## config.mk

```make
export PLATFORM = sky130hd
export DESIGN_NAME = spi_responder
export DESIGN_NICKNAME = d
export VERILOG_FILES = /design/src/rtl/spi_responder.sv
export SDC_FILE = /design/constraint.sdc
export NUM_CORES = 1
export LEC_CHECK = 0
export ABC_AREA = 1
export BUFFER_PORTS_ARGS = -buffer_cell sky130_fd_sc_hd__buf_2
export CAP_MARGIN = 20
export CORE_UTILIZATION = 36
export CTS_BUF_LIST = sky130_fd_sc_hd__clkbuf_16
export CTS_CLUSTER_DIAMETER = 80
export DETAILED_ROUTE_END_ITERATION = 7
export GPL_TIMING_DRIVEN = 0
export PLACE_DENSITY_LB_ADDON = 0.08
export SYNTH_ARGS = -nofsm -noshare
export SYNTH_HDL_FRONTEND = slang
export SYNTH_SLANG_ARGS = --single-unit
export TNS_END_PERCENT = 100
```

## constraint.sdc

```tcl
create_clock -name clk -period 1.45 [get_ports clk]
set_input_delay 0.0725 -clock clk [delete_from_list [all_inputs] [get_ports clk]]
set_output_delay 0.0725 -clock clk [all_outputs]
set_load 0.01 [all_outputs]
```

## src/rtl/spi_responder.sv

```systemverilog
// -----------------------------------------------------------------------------
// spi_responder
//   SPI target, mode 0 (CPOL=0, CPHA=0), MSB first. SCLK, CS_n and MOSI are
//   oversampled in the clk domain. Received words are presented on a one-clk
//   rx_valid pulse. Reply words enter through a one-deep valid/ready holding
//   register. MISO has a separate output enable for a bidirectional pad.
//
// Ports
//   clk          system clock (SCLK must not exceed clk/8)
//   resetn       synchronous active-low reset
//   spi_sclk     SPI clock from the initiator (asynchronous)
//   spi_cs_n     chip select, active low (asynchronous)
//   spi_mosi     serial data in (asynchronous)
//   spi_miso     serial data out
//   spi_miso_oe  MISO pad enable, high only while selected
//   tx_data      reply word
//   tx_valid     tx_data is valid
//   tx_ready     holding register is empty
//   rx_data      last complete received word
//   rx_valid     one-clk pulse, rx_data updated
//   tx_underrun  one-clk pulse, TX_IDLE loaded because holding register empty
//   busy         selected (synchronised CS_n low)
// -----------------------------------------------------------------------------
module spi_responder #(
  parameter int                    DATA_WIDTH  = 8,
  parameter int                    SYNC_STAGES = 2,
  parameter logic [DATA_WIDTH-1:0] TX_IDLE     = {DATA_WIDTH{1'b1}}
) (
  input  logic                  clk,
  input  logic                  resetn,
  input  logic                  spi_sclk,
  input  logic                  spi_cs_n,
  input  logic                  spi_mosi,
  output logic                  spi_miso,
  output logic                  spi_miso_oe,
  input  logic [DATA_WIDTH-1:0] tx_data,
  input  logic                  tx_valid,
  output logic                  tx_ready,
  output logic [DATA_WIDTH-1:0] rx_data,
  output logic                  rx_valid,
  output logic                  tx_underrun,
  output logic                  busy
);

  localparam int CNT_W = (DATA_WIDTH > 1) ? $clog2(DATA_WIDTH) : 1;

  typedef enum logic [0:0] {
    ST_IDLE  = 1'b0,
    ST_SHIFT = 1'b1
  } state_t;

  // Synchroniser chains plus history flops for edge detection.
  logic [SYNC_STAGES-1:0] sclk_sync_r;
  logic [SYNC_STAGES-1:0] cs_sync_r;
  logic [SYNC_STAGES-1:0] mosi_sync_r;
  logic                   sclk_hist_r;
  logic                   cs_hist_r;

  logic sclk_s;
  logic cs_s;
  logic mosi_s;
  logic sclk_rise_s;
  logic sclk_fall_s;
  logic cs_fall_s;
  logic cs_rise_s;

  // Holding register.
  logic                  hold_full_r;
  logic [DATA_WIDTH-1:0] hold_data_r;
  logic                  write_s;
  logic                  load_s;
  logic [DATA_WIDTH-1:0] load_word_s;

  // Shift engine.
  state_t                state_r;
  logic [DATA_WIDTH-1:0] shift_tx_r;
  logic [DATA_WIDTH-2:0] shift_rx_r;
  logic [DATA_WIDTH-1:0] rx_word_s;
  logic [CNT_W-1:0]      bit_cnt_r;
  logic                  reload_pending_r;
  logic                  busy_r;
  logic [DATA_WIDTH-1:0] rx_data_r;
  logic                  rx_valid_r;
  logic                  tx_underrun_r;

  // Input synchronisers; idle levels are SCLK low, CS_n high, MOSI low.
  always_ff @(posedge clk) begin
    if (!resetn) begin
      sclk_sync_r <= {SYNC_STAGES{1'b0}};
      cs_sync_r   <= {SYNC_STAGES{1'b1}};
      mosi_sync_r <= {SYNC_STAGES{1'b0}};
      sclk_hist_r <= 1'b0;
      cs_hist_r   <= 1'b1;
    end else begin
      sclk_sync_r <= {sclk_sync_r[SYNC_STAGES-2:0], spi_sclk};
      cs_sync_r   <= {cs_sync_r[SYNC_STAGES-2:0], spi_cs_n};
      mosi_sync_r <= {mosi_sync_r[SYNC_STAGES-2:0], spi_mosi};
      sclk_hist_r <= sclk_sync_r[SYNC_STAGES-1];
      cs_hist_r   <= cs_sync_r[SYNC_STAGES-1];
    end
  end

  assign sclk_s      = sclk_sync_r[SYNC_STAGES-1];
  assign cs_s        = cs_sync_r[SYNC_STAGES-1];
  assign mosi_s      = mosi_sync_r[SYNC_STAGES-1];
  assign sclk_rise_s = sclk_s & ~sclk_hist_r;
  assign sclk_fall_s = ~sclk_s & sclk_hist_r;
  assign cs_fall_s   = ~cs_s & cs_hist_r;
  assign cs_rise_s   = cs_s & ~cs_hist_r;

  // A write is only possible while the holding register is empty.
  assign write_s = tx_valid & ~hold_full_r;

  // Loads happen at selection and on the falling edge that follows a
  // completed word; deselection takes priority over any SCLK edge.
  assign load_s = ((state_r == ST_IDLE) && cs_fall_s) ||
                  ((state_r == ST_SHIFT) && !cs_rise_s && !sclk_rise_s &&
                   sclk_fall_s && reload_pending_r);

  // Next reply word: held data, or the idle pattern when nothing is held.
  always_comb begin
    load_word_s = TX_IDLE;
    if (hold_full_r) begin
      load_word_s = hold_data_r;
    end else begin
      load_word_s = TX_IDLE;
    end
  end

  // Word completed by the current rising edge, including the new bit.
  assign rx_word_s = {shift_rx_r, mosi_s};

  // Holding register: a load sees the state at the start of the clk, so a
  // write in the same clk survives for the following word.
  always_ff @(posedge clk) begin
    if (!resetn) begin
      hold_full_r <= 1'b0;
      hold_data_r <= {DATA_WIDTH{1'b0}};
    end else begin
      hold_full_r <= write_s | (hold_full_r & ~load_s);
      if (write_s) begin
        hold_data_r <= tx_data;
      end
    end
  end

  // Main state machine: selection, bit shifting, word completion and reload.
  always_ff @(posedge clk) begin
    if (!resetn) begin
      state_r          <= ST_IDLE;
      shift_tx_r       <= {DATA_WIDTH{1'b0}};
      shift_rx_r       <= {(DATA_WIDTH-1){1'b0}};
      bit_cnt_r        <= {CNT_W{1'b0}};
      reload_pending_r <= 1'b0;
      busy_r           <= 1'b0;
      rx_data_r        <= {DATA_WIDTH{1'b0}};
      rx_valid_r       <= 1'b0;
      tx_underrun_r    <= 1'b0;
    end else begin
      rx_valid_r    <= 1'b0;
      tx_underrun_r <= 1'b0;
      case (state_r)
        ST_IDLE: begin
          if (cs_fall_s) begin
            state_r          <= ST_SHIFT;
            shift_tx_r       <= load_word_s;
            tx_underrun_r    <= ~hold_full_r;
            bit_cnt_r        <= {CNT_W{1'b0}};
            reload_pending_r <= 1'b0;
            busy_r           <= 1'b1;
          end
        end
        ST_SHIFT: begin
          if (cs_rise_s) begin
            // Abort or normal end: any partial word is dropped and MISO
            // returns low so the pad sees a clean level when disabled.
            state_r          <= ST_IDLE;
            shift_tx_r       <= {DATA_WIDTH{1'b0}};
            bit_cnt_r        <= {CNT_W{1'b0}};
            reload_pending_r <= 1'b0;
            busy_r           <= 1'b0;
          end else if (sclk_rise_s) begin
            shift_rx_r <= rx_word_s[DATA_WIDTH-2:0];
            if (bit_cnt_r == CNT_W'(DATA_WIDTH - 1)) begin
              rx_data_r        <= rx_word_s;
              rx_valid_r       <= 1'b1;
              bit_cnt_r        <= {CNT_W{1'b0}};
              reload_pending_r <= 1'b1;
            end else begin
              bit_cnt_r <= bit_cnt_r + CNT_W'(1);
            end
          end else if (sclk_fall_s) begin
            if (reload_pending_r) begin
              shift_tx_r       <= load_word_s;
              tx_underrun_r    <= ~hold_full_r;
              reload_pending_r <= 1'b0;
            end else begin
              shift_tx_r <= {shift_tx_r[DATA_WIDTH-2:0], 1'b0};
            end
          end
        end
        default: begin
          state_r          <= ST_IDLE;
          shift_tx_r       <= {DATA_WIDTH{1'b0}};
          bit_cnt_r        <= {CNT_W{1'b0}};
          reload_pending_r <= 1'b0;
          busy_r           <= 1'b0;
        end
      endcase
    end
  end

  // All outputs come straight from flops; MISO is the shift register MSB,
  // which is held at zero whenever the responder is not selected.
  assign spi_miso    = shift_tx_r[DATA_WIDTH-1];
  assign spi_miso_oe = busy_r;
  assign busy        = busy_r;
  assign tx_ready    = ~hold_full_r;
  assign rx_data     = rx_data_r;
  assign rx_valid    = rx_valid_r;
  assign tx_underrun = tx_underrun_r;

endmodule
```

# Word level (Yosys, flattened, before mapping)
# Cells that the tools add are included.
[word_totals]
register_bits = 48
inputBits = 14
output_inout_bits = 14
[op_classes]
n_addsub = 1
n_eq_ne = 8
muxes = 31
n_bitwise = 17
reduce_logical = 15
[ops]
columns = ["op", "count"]
rows = [
  ["$mux 8", 6],
  ["$pmux 8 s2", 1],
  ["$mux 1", 15],
  ["$mux 3", 4],
  ["$not 1->1", 10],
  ["$ne 3x3->1 const B", 3],
  ["$reduce_and 3->1", 3],
  ["$pmux 1 s2", 4],
  ["$and 1x1->1", 6],
  ["$pmux 3 s2", 1],
  ["$logic_and 1x1->1", 5],
  ["$ne 2x2->1 const B", 2],
  ["$ne 4x3->1 const B", 1],
  ["$ne 4x4->1 const B", 1],
  ["$reduce_and 2->1", 2],
  ["$reduce_and 4->1", 1],
  ["$reduce_or 4->1", 1],
  ["$add 3x1->3 const B", 1],
  ["$eq 3x3->1 const B", 1],
  ["$logic_not 1->1", 2],
  ["$logic_or 1x1->1", 1],
  ["$or 1x1->1", 1],
]

# Logic depth before layout (Yosys ltp)
[depth]
word_depth = 11
mapped_depth = 10

# Worst setup path after synthesis
# OpenSTA, ideal clock, no wires.
[synth_path]
kind = "flip-flop to flip-flop"
from = "register sclk_sync_r[1]"
to = "register shift_tx_r[0]"
setup_ns = 0.128
arrival_time_ns = 1.122
t_required_ns = 1.322
setup_slack_ns = 0.201
stages_incl_launch_ff = 10
path_buffers = 1
period_less_slack_ns = 1.249
cell_sequence = "dfxtp_1 -> ha_1 -> inv_1 -> nand2_1 -> nand3_4 -> nand2_4 -> buf_6 -> nand2_1 -> nand2_1 -> nor2_1"
[synth_via]
elab_chain_len = 4
elab_cells_between_ends = 6
classes_between = "eq/ne: 2; bitwise: 3; reduce/logical: 1"
[synth_lines]
columns = ["element", "line", "source"]
rows = [
  ["start, declared", "53", "logic [SYNC_STAGES-1:0] sclk_sync_r;"],
  ["start signal, assigned", "89", "sclk_sync_r <= {SYNC_STAGES{1'b0}};"],
  ["start signal, assigned", "95", "sclk_sync_r <= {sclk_sync_r[SYNC_STAGES-2:0], spi_sclk};"],
  ["$not 1->1", "107", "assign sclk_fall_s = ~sclk_s & sclk_hist_r;"],
  ["$and 1x1->1", "107", ""],
  ["$ne 3x3->1 (no line)", "n/a", ""],
  ["$reduce_and 3->1 (no line) *", "n/a", ""],
  ["end signal, assigned", "151", "shift_tx_r <= {DATA_WIDTH{1'b0}};"],
  ["end signal, assigned", "166", "shift_tx_r <= load_word_s;"],
  ["end signal, assigned", "178", "shift_tx_r <= {DATA_WIDTH{1'b0}};"],
  ["end, declared", "76", "logic [DATA_WIDTH-1:0] shift_tx_r;"],
]
# Every way passes the cells marked *; elsewhere a longest branch is shown, timed or not.
# A chain may end at the register's enable or synchronous reset.

# Worst setup path in the final report
[layout_path]
from = "register bit_cnt_r[0]"
to = "register rx_data_r[4], in the netlist rx_data[4]"
[layout_via]
elab_chain_len = 2
[layout_lines]
columns = ["element", "line", "source"]
rows = [
  ["start, declared", "79", "logic [CNT_W-1:0] bit_cnt_r;"],
  ["start signal, assigned", "153", "bit_cnt_r <= {CNT_W{1'b0}};"],
  ["start signal, assigned", "168", "bit_cnt_r <= {CNT_W{1'b0}};"],
  ["start signal, assigned", "179", "bit_cnt_r <= {CNT_W{1'b0}};"],
  ["$eq 3x3->1", "184", "if (bit_cnt_r == CNT_W'(DATA_WIDTH - 1)) begin"],
  ["$reduce_and 4->1 (no line)", "n/a", ""],
  ["end signal, assigned", "156", "rx_data_r <= {DATA_WIDTH{1'b0}};"],
  ["end signal, assigned", "185", "rx_data_r <= rx_word_s;"],
  ["end, declared", "82", "logic [DATA_WIDTH-1:0] rx_data_r;"],
]
# No other way between the ends.

==> impl_metrics.env <==
export IMPL_cts_tree="done"
export IMPL_worstPathArrival_ns=1.51
export IMPL_gp_congestion=0.7774
export IMPL_grt_setup_unrepaired="no"
export IMPL_layout_drive_gt1_share_pct=16.46
export IMPL_slew_headroom_pct=65.91
export IMPL_drcViolationCount=0
export IMPL_critPathKind="flip-flop to flip-flop"
export IMPL_yosys_warnings=0
export IMPL_clkTransAtPathRegs_ns=0.06
export IMPL_power_mw=2.781
export IMPL_pre_cts_slack_ns=0.05933
export IMPL_hold_depth=3
export IMPL_overflow=0
export IMPL_skew_ns=0.003931
export IMPL_cp_max_fo=8
export IMPL_grt_pass1_vias=1695
export IMPL_peakVddDrop_v=0.0005779
export IMPL_initial_utilization_pct=37.89
export IMPL_cts_max_level=2
export IMPL_start_kind="flip-flop"
export IMPL_vias_per_cell=4.510
export IMPL_wl_um=4244
export IMPL_power_leakage_nw=1.207
export IMPL_grt_max_degree=14
export IMPL_final_cells=400
export IMPL_final_common_cell="nand2_1"
export IMPL_hold_path_class="input pin to flip-flop"
export IMPL_ant_nets=0
export IMPL_rows=27
export IMPL_max_cap_viol_count=0
export IMPL_dp_cells=390
export IMPL_tightest_slew_ns=0.5114
export IMPL_min_period_over_period_pct=91.36
export IMPL_dr_pass1_iters=4
export IMPL_setup_tns_ns=0
export IMPL_vias=1804
export IMPL_nets=345
export IMPL_antenna_found_initial=0
export IMPL_setup_ws_ns=0.1253
export IMPL_ys_seq_elements=48
export IMPL_synth_seq_area_share_pct=45.50
export IMPL_root_buffer="clkbuf_16"
export IMPL_io_pins=28
export IMPL_power_density_mw_per_mm2=1112
export IMPL_place_port_buffers=26
export IMPL_wl_per_cell_um=10.61
export IMPL_ys_types=23
export IMPL_syn_area_per_cell_um2=7.233
export IMPL_coreArea_mm2=0.005574
export IMPL_final_cell_mix="66 x nand2_1, 47 x dfxtp_1, 45 x nor2_1"
export IMPL_antennaDiodeCount=0
export IMPL_status="finished clean"
export IMPL_holdWs_ns=0.03390
export IMPL_cp_data_required_time_ns=1.63
export IMPL_synth_nets=310
export IMPL_grt_first_pass_wirelength_um=7803
export IMPL_area_delta_synth_final_pct=18.42
export IMPL_cts_buffer_depth=2
export IMPL_drt_initial_drc_count=53
export IMPL_dp_hpwl_um=3151
export IMPL_worstSkewPairLatency_ns=0.28
export IMPL_dieHeight_um=78.60
export IMPL_postSynthCellCount=292
export IMPL_worstSetupEndpointType="flip-flop"
export IMPL_grt_total_usage_pct=16.29
export IMPL_die_w_um=78.60
export IMPL_setup_viol=0
export IMPL_drv_slew=0
export IMPL_reg2reg_depth=7
export IMPL_max_freq_ghz=0.7549
export IMPL_syn_area_mm2=0.002112
export IMPL_cts_sinks=48
export IMPL_fp_dieArea_mm2=0.006177
export IMPL_cts_buffers=5
export IMPL_period_minus_slack_ns=1.325
export IMPL_finalHoldViolCount=0
final cells by class:
cell class                      instances  area, um2
Multi-Input combinational cell        191      918.4
Inverter                               41      153.9
Clock buffer                            5      125.1
Sequential cell                        48      962.2
Timing Repair Buffer                   29      160.2
Clock inverter                          3      11.26
Fill cell                             641       3073
Buffer                                 11      80.08
Tap cell                               72      90.09
through the flow:
stage          util [%]  instance area, um2
2_1_floorplan         -                2112
3_3_place_gp      41.84                2332
3_5_place_dp      41.84                2332
4_1_cts           44.83                2499
5_1_grt           44.87                2501
6_report          44.87                2501
path summary, 6_finish.rpt:
path / from / end / slack (ns)
max: bit_cnt_r[0]$_SDFFE_PN0P_ / rx_data[4]$_SDFFE_PN0P_ / 0.13
min: tx_data[5] / hold_data_r[5]$_SDFFE_PN0P_ / 0.03
max reg2reg: bit_cnt_r[0]$_SDFFE_PN0P_ / rx_data[4]$_SDFFE_PN0P_ / 0.13
min reg2reg: mosi_sync_r[0]$_SDFF_PN0_ / mosi_sync_r[1]$_SDFF_PN0_ / 0.41
per-layer routing:
metal | vias up | GRT usage, % | share of wire, %
li1 | 972 | - | -
met1 | 794 | 22.72 | 52
met2 | 32 | 24.17 | 41
met3 | 6 | 4.535 | 5.1
met4 | 0 | 4.815 | 1.2
met5 | - | 0 | 0
registers in the layout, summed over array words and instances, names as in the netlist, 2 cells and up:
name         cells
cs_sync_r        2
mosi_sync_r      2
sclk_sync_r      2
shift_rx_r       7
hold_data_r      8
shift_tx_r       8
rx_data          8
bit_cnt_r        3
cell usage after synthesis (all sizes together):
master	count	share of area [%]
ha	4	2.4
nand3	32	8.8
o21ai	18	4.8
nor3	1	0.24
buf	8	2.8
or2	2	0.59
dfxtp	48	45
a21oi	15	3.6
o22ai	2	0.59
nor2	46	8.5
nand2	71	14
inv	41	7.3
clkbuf	4	1.2
worst max-delay path: stages, from the launching register on:
cell     delay, ns
dfxtp_1       0.35
ha_1          0.16
ha_1          0.24
inv_1         0.10
nor2_4        0.18
nand2_1       0.08
nand2_1       0.07
nor2_1        0.04
cells by family after synthesis:
group,Yosys count,synth area share [%]
AO/OA/AOI/OAI,35,8.945
flip-flops,48,45.50
AND/OR/NAND/NOR,152,31.93
adder cells (fa/ha/maj),4,2.370
buffers and inverters,53,11.26
what timing repair did:
| action | 4_1_cts | 5_1_grt |
|---|---|---|
| hold buffers | 3 | 0 |
| endpoints found under the hold margin | 3 | 0 |
| resized for setup | 0 | 4 |
| setup buffers | 0 | 0 |
| setup endpoints to repair | 0 | 10 |
where the power goes:
group          switching (mW)  total [mW]  internal, mW  leakage [nW]
Clock                   0.458        1.08         0.620        0.0738
Combinational           0.174       0.292         0.118         0.741
Sequential             0.0323        1.41          1.38         0.392
No activity file was read; power rests on OpenSTA's default activity.
